**config.mk**
```make
export PLATFORM = sky130hd
export DESIGN_NAME = dtw_axis_sink_fifo
export DESIGN_NICKNAME = d
export VERILOG_FILES = /design/src/rtl/dtw_axis_sink_fifo.sv
export SDC_FILE = /design/constraint.sdc
export NUM_CORES = 1
export LEC_CHECK = 0
export ABC_AREA = 1
export BUFFER_PORTS_ARGS = -buffer_cell sky130_fd_sc_hd__buf_2
export CAP_MARGIN = 10
export CORE_MARGIN = 3
export CORE_UTILIZATION = 55
export DETAILED_ROUTE_END_ITERATION = 10
export PLACE_DENSITY = 0.77
export SLEW_MARGIN = 20
export SYNTH_ARGS = -nofsm -noshare
export SYNTH_HDL_FRONTEND = slang
export SYNTH_SLANG_ARGS = --single-unit
```
**constraint.sdc**
```tcl
create_clock -name S_AXIS_ACLK -period 3 [get_ports S_AXIS_ACLK]
set_clock_uncertainty 0.1 [all_clocks]
set_input_delay 0.6 -clock S_AXIS_ACLK [delete_from_list [all_inputs] [get_ports S_AXIS_ACLK]]
set_output_delay 0.6 -clock S_AXIS_ACLK [all_outputs]
set_load 0.02 [all_outputs]
```
**src/rtl/dtw_axis_sink_fifo.sv**
```systemverilog
// AXI4-Stream sink FIFO feeding the DTW sample loader.
// Stores {TLAST, strobe-masked TDATA}, tracks whole packets held and flags partial mid-packet beats.
`timescale 1ns/1ps
module dtw_axis_sink_fifo #(
    parameter int C_S_AXIS_TDATA_WIDTH = 32,
    parameter int FIFO_DEPTH           = 16,
    parameter int ALMOST_FULL_THRESH   = 12,
    parameter int FWFT                 = 0,
    localparam int PTR_W               = $clog2(FIFO_DEPTH)
) (
    input  logic                              S_AXIS_ACLK,
    input  logic                              S_AXIS_ARESET,
    output logic                              S_AXIS_TREADY,
    input  logic [C_S_AXIS_TDATA_WIDTH-1:0]   S_AXIS_TDATA,
    input  logic [C_S_AXIS_TDATA_WIDTH/8-1:0] S_AXIS_TSTRB,
    input  logic                              S_AXIS_TLAST,
    input  logic                              S_AXIS_TVALID,
    input  logic                              dtw_fifo_flush,
    input  logic                              dtw_fifo_rden,
    output logic [C_S_AXIS_TDATA_WIDTH-1:0]   dtw_fifo_dout,
    output logic                              dtw_fifo_dout_last,
    output logic                              dtw_fifo_dout_valid,
    output logic                              dtw_fifo_empty,
    output logic                              dtw_fifo_almost_full,
    output logic [PTR_W:0]                    dtw_fifo_count,
    output logic [PTR_W:0]                    dtw_pkt_count,
    output logic                              dtw_strb_err
);

    localparam int W  = C_S_AXIS_TDATA_WIDTH;
    localparam int NB = W / 8;
    localparam logic [PTR_W:0] FULL_CNT = (PTR_W + 1)'(FIFO_DEPTH);
    localparam logic [PTR_W:0] AF_CNT   = (PTR_W + 1)'(ALMOST_FULL_THRESH);
    localparam logic [PTR_W:0] CNT_ONE  = (PTR_W + 1)'(1);
    localparam logic [PTR_W-1:0] PTR_ONE = PTR_W'(1);

    logic [W:0]       mem [FIFO_DEPTH];
    logic [PTR_W-1:0] wr_ptr;
    logic [PTR_W-1:0] rd_ptr;
    logic [W-1:0]     wdata;
    logic [W:0]       head;
    logic             full;
    logic             wr;
    logic             rd;
    logic             pkt_inc;
    logic             pkt_dec;

    assign full                 = (dtw_fifo_count == FULL_CNT);
    assign dtw_fifo_empty       = (dtw_fifo_count == '0);
    assign dtw_fifo_almost_full = (dtw_fifo_count >= AF_CNT);
    assign S_AXIS_TREADY        = !full && !dtw_fifo_flush && !S_AXIS_ARESET;

    assign wr      = S_AXIS_TVALID && S_AXIS_TREADY;
    assign rd      = dtw_fifo_rden && !dtw_fifo_empty;
    assign head    = mem[rd_ptr];
    assign pkt_inc = wr && S_AXIS_TLAST;
    assign pkt_dec = rd && head[W];

    always_comb begin
        wdata = S_AXIS_TDATA;
        for (int unsigned i = 0; i < NB; i++) begin
            if (!S_AXIS_TSTRB[i]) wdata[8*i +: 8] = 8'h00;
        end
    end

    always_ff @(posedge S_AXIS_ACLK) begin
        if (wr) mem[wr_ptr] <= {S_AXIS_TLAST, wdata};
    end

    always_ff @(posedge S_AXIS_ACLK or posedge S_AXIS_ARESET) begin
        if (S_AXIS_ARESET) begin
            wr_ptr         <= '0;
            rd_ptr         <= '0;
            dtw_fifo_count <= '0;
            dtw_pkt_count  <= '0;
            dtw_strb_err   <= 1'b0;
        end else if (dtw_fifo_flush) begin
            wr_ptr         <= '0;
            rd_ptr         <= '0;
            dtw_fifo_count <= '0;
            dtw_pkt_count  <= '0;
            dtw_strb_err   <= 1'b0;
        end else begin
            if (wr) wr_ptr <= wr_ptr + PTR_ONE;
            if (rd) rd_ptr <= rd_ptr + PTR_ONE;
            if (wr && !rd)      dtw_fifo_count <= dtw_fifo_count + CNT_ONE;
            else if (!wr && rd) dtw_fifo_count <= dtw_fifo_count - CNT_ONE;
            if (pkt_inc && !pkt_dec)      dtw_pkt_count <= dtw_pkt_count + CNT_ONE;
            else if (!pkt_inc && pkt_dec) dtw_pkt_count <= dtw_pkt_count - CNT_ONE;
            // A short strobe is only legal on the closing beat of a packet.
            if (wr && !S_AXIS_TLAST && (S_AXIS_TSTRB != '1)) dtw_strb_err <= 1'b1;
        end
    end

    if (FWFT != 0) begin : g_fwft
        // Head is gated while empty so stale memory never shows and reset yields zero outputs.
        assign dtw_fifo_dout       = dtw_fifo_empty ? '0 : head[W-1:0];
        assign dtw_fifo_dout_last  = !dtw_fifo_empty && head[W];
        assign dtw_fifo_dout_valid = !dtw_fifo_empty;
    end else begin : g_std
        always_ff @(posedge S_AXIS_ACLK or posedge S_AXIS_ARESET) begin
            if (S_AXIS_ARESET) begin
                dtw_fifo_dout       <= '0;
                dtw_fifo_dout_last  <= 1'b0;
                dtw_fifo_dout_valid <= 1'b0;
            end else if (dtw_fifo_flush) begin
                dtw_fifo_dout_valid <= 1'b0;
            end else begin
                dtw_fifo_dout_valid <= rd;
                if (rd) begin
                    dtw_fifo_dout      <= head[W-1:0];
                    dtw_fifo_dout_last <= head[W];
                end
            end
        end
    end

endmodule

```
==> impl_metrics.csv <==
group,metric,value,unit
outcome,status,"complete, no violations",
place,io_buffers,89,
power,swShare,0.312,
layout,area_growth,12.1,%
floorplan,ios,90,
sta,tightestPinTransition,1.12,ns
sta,min_period,2.64,ns
layout,postLayoutCoreUtil,0.631,
clock_network,clk_pin_slew,0.06,ns
clock_network,clk_latency,0.60,ns
grt,grt_max_degree,171,
drt,drc,0,
sta,relSlewSlack,0.251,
grt,grt_pass1_vias,15200,
clock_network,clock-root-buffer,"clkbuf_16",
floorplan,dieHeight,212,µm
worst_setup_path,crit_fanout,12,
drt,drtIter0Drc,1708,
yosys,synthCells,1740,
sta,grt_setup_unrepaired,"no",
worst_setup_path,cp_num_buf_inv,1,
power,intPower,14.6,mW
drt,drtPass1Iterations,6,
clock_network,cts_tree,"done",
yosys,yosys_register_bits,581,
worst_setup_path,reg2reg_depth,14,
worst_setup_path,path_delay_family,"simple AND/OR/NAND/NOR gates",
power,combPwrFrac,0.238,
grt,grt.overflow.total,0,
floorplan,core.rowCount,74,
yosys,syn_area_per_cell,13.3,µm²
worst_setup_path,crit_type,"reg -> reg",
clock_network,cts-buffers-inserted,55,
clock_network,ctsHtreeMaxLevel,2,
drt,routedWlPerCell,23.9,µm
worst_setup_path,r2r-end,"dtw_pkt_count[4]",
sta,slew_violations,0,
worst_setup_path,critical-path-slowest-cell,"dfrtp_1",
yosys,synth_nets,1796,
sta,finalSetupViolCount,0,
power,power.switching,6.60,mW
worst_setup_path,setup.worst_path.start_class,"flip-flop",
drt,vias,15000,
yosys,synth_edf_count,528,
clock_network,ctsHoldBuffers,0,
hold_path,hp-class,"in -> async",
worst_setup_path,max_stage_delay,0.45,ns
power,seq_power_share,0.445,
yosys,yosysSeqAreaShare,0.740,
sta,finalCritPeriodShare,0.879,
grt,grtUsageMet3,0.0430,
clock_network,post_cts_buffers,0,
worst_setup_path,r2r_start,"dtw_fifo_count[1]",
grt,grt_pass1_wl,87600,µm
floorplan,fp.dieArea,0.0447,mm²
worst_setup_path,reg2reg_slack,0.36,ns
yosys,synth-async-reset-ratio,0.0912,
power,clkPwrFrac,0.317,
layout,drive_gt1_frac,0.134,
drt,ant_nets,0,
worst_setup_path,crit_path_cell_trace,"nor2_1 -> nand4_1 -> nand2_1 -> inv_1 -> nand2_2 -> nand2_4 -> fa_1 -> nand3_1 -> nand2_1 -> xnor2_1 -> nand3b_1 -> nand2_1 -> nand2_1 -> nand2_1",
place,gp_congestion,0.833,
power,p_total,21.2,mW
place,hpwl,29100,µm
floorplan,die_w,212,µm
clock_network,cts_resized,0,
power,power_density,813,mW/mm²
flow_run,maxCapViolations,0,
worst_setup_path,worstPathArrival,3.03,ns
worst_setup_path,timing.critical_path.mode_cell,"nand2_1",
power,ir_worst_vdd,743,µV
power,p_leak,9.02,nW
layout,fin_nets,1874,
worst_setup_path,cp.required,3.39,ns
yosys,synthFlopType,"edfxtp_1",
layout,fillers,2948,
yosys,ys_warn_count,0,
worst_setup_path,critPathCaptureType,"flip-flop",
grt,antenna_found_initial,1,
grt,gr-usage-all-layers,0.257,
yosys,synth.distinct_cells,36,
sta,final-hold-violation-count,0,
grt,top_usage_layer,"met2",
grt,use_met1,0.338,
floorplan,initial_utilization,0.563,
drt,drt_wl_total,57100,µm
floorplan,design.core.area,0.0413,mm²
sta,fmax,0.379,GHz
clock_network,clk_path_buf_depth,3,
yosys,synth_area,0.0232,mm²
layout,num_antenna_cells,0,
clock_network,clkSinkCount,581,
drt,drt-vias-per-instance,6.26,
grt,met2_usage,0.420,
==> power by group through the flow <==
stage / logic (mW) / registers, mW / clock network [mW]
global placement: 4.77 / 9.57 / 0
detailed placement: 4.97 / 9.59 / 0
floorplan: 3.47 / 9.87 / 0
CTS: 5.02 / 9.43 / 6.79
global route: 5.52 / 9.46 / 7.13
finish: 5.04 / 9.42 / 6.72
==> registers in the layout (all words and copies together), names as in the netlist <==
name	cells
mem	528
dtw_fifo_dout	32
dtw_fifo_count	5
dtw_pkt_count	5
rd_ptr	4
wr_ptr	4
dtw_fifo_dout_last	1
dtw_fifo_dout_valid	1
dtw_strb_err	1
==> tightest hold or removal path, stage by stage <==
cell and delay, ns:
buf_2 0.11, clkinvlp_4 0.09, buf_4 0.67
==> cells in the mapped netlist (2+ instances only) <==
cell | number | area [µm²]
nor2_1 | 281 | 1050
ha_1 | 12 | 150
nand4_1 | 7 | 43.8
a21oi_1 | 8 | 40.0
nor3_1 | 2 | 10.0
inv_2 | 2 | 7.51
dfrtp_1 | 53 | 1330
o21a_1 | 33 | 248
buf_1 | 5 | 18.8
xor2_1 | 5 | 43.8
o21ai_0 | 266 | 1330
o221ai_1 | 128 | 1120
buf_4 | 8 | 60.1
fa_1 | 2 | 40.0
nand2_1 | 95 | 357
nand3_2 | 4 | 40.0
buf_6 | 11 | 124
inv_1 | 66 | 248
nand3_1 | 114 | 571
clkbuf_1 | 72 | 270
edfxtp_1 | 528 | 15900
nand2_4 | 2 | 22.5
buf_2 | 22 | 110
nand2_2 | 2 | 12.5
==> worst max-delay path by stage <==
stage / startpoint / endpoint / slack, ns / cells past startpoint
global placement: S_AXIS_ARESET / dtw_pkt_count[4] / 0.38 / 15
finish: dtw_fifo_count[1] / dtw_pkt_count[4] / 0.36 / 14
global route: dtw_fifo_count[1] / dtw_pkt_count[4] / 0.10 / 14
floorplan: S_AXIS_ARESET / mem[15][0] / -0.25 / 7
CTS: dtw_fifo_count[1] / dtw_pkt_count[4] / 0.37 / 14
detailed placement: S_AXIS_ARESET / dtw_fifo_count[4] / 0.31 / 13
==> kinds of logic after synthesis <==
kind of cell / share of synthesized area
flip-flops: 0.740
AO/OA/AOI/OAI: 0.119
adder cells (fa/ha/maj): 0.00819
AND/OR/NAND/NOR: 0.0927
buffers and inverters: 0.0380
XOR/XNOR: 0.00226
==> metal layers <==
layer | wire, µm | vias to the layer above
li1 | - | 6641
met1 | 21800 | 7442
met2 | 28000 | 721
met3 | 4810 | 169
met4 | 2570 | 2
met5 | 13 | -
==> layout make-up <==
cell class                 instances  area, µm²  share of cell area
timing repair buffer             142        893              0.0343
clock inverter                    32        282              0.0108
inverter                          69        269              0.0103
clock buffer                      68       1450              0.0555
tap                              532        666              0.0256
multi-input combinational        969       5300               0.203
sequential                       581      17200               0.660
==> placed cells by master (no fill, tap or decap), drive strengths merged <==
cell type and instances:
clkinvlp 1, nand2 99, or2 1, dfrtp 53
o21ai 267, buf 142, xnor2 1, xor2 5
ha 12, bufinv 5, clkbuf 68, edfxtp 528
fa 2, clkinv 28, nor2 282, o221ai 128
inv 67, nand3 119, nand3b 1, o21a 33
nand4 7, a21oi 9, nor3 2, a211oi 1
==> metrics by stage <==
step	TNS, ns	worst slack (ns)	instances	instance area, µm²	hold slack [ns]
2_1_floorplan	-21.24	-0.254	1740	23300	0.411
3_3_place_gp	0	0.381	2293	24300	0.369
3_5_place_dp	0	0.307	2293	24300	0.375
4_1_cts	0	0.374	2393	26000	0.251
5_1_grt	0	0.101	2393	26000	0.289
6_report	0	0.364	2393	26000	0.246
Power figures use the tool's default switching activity.
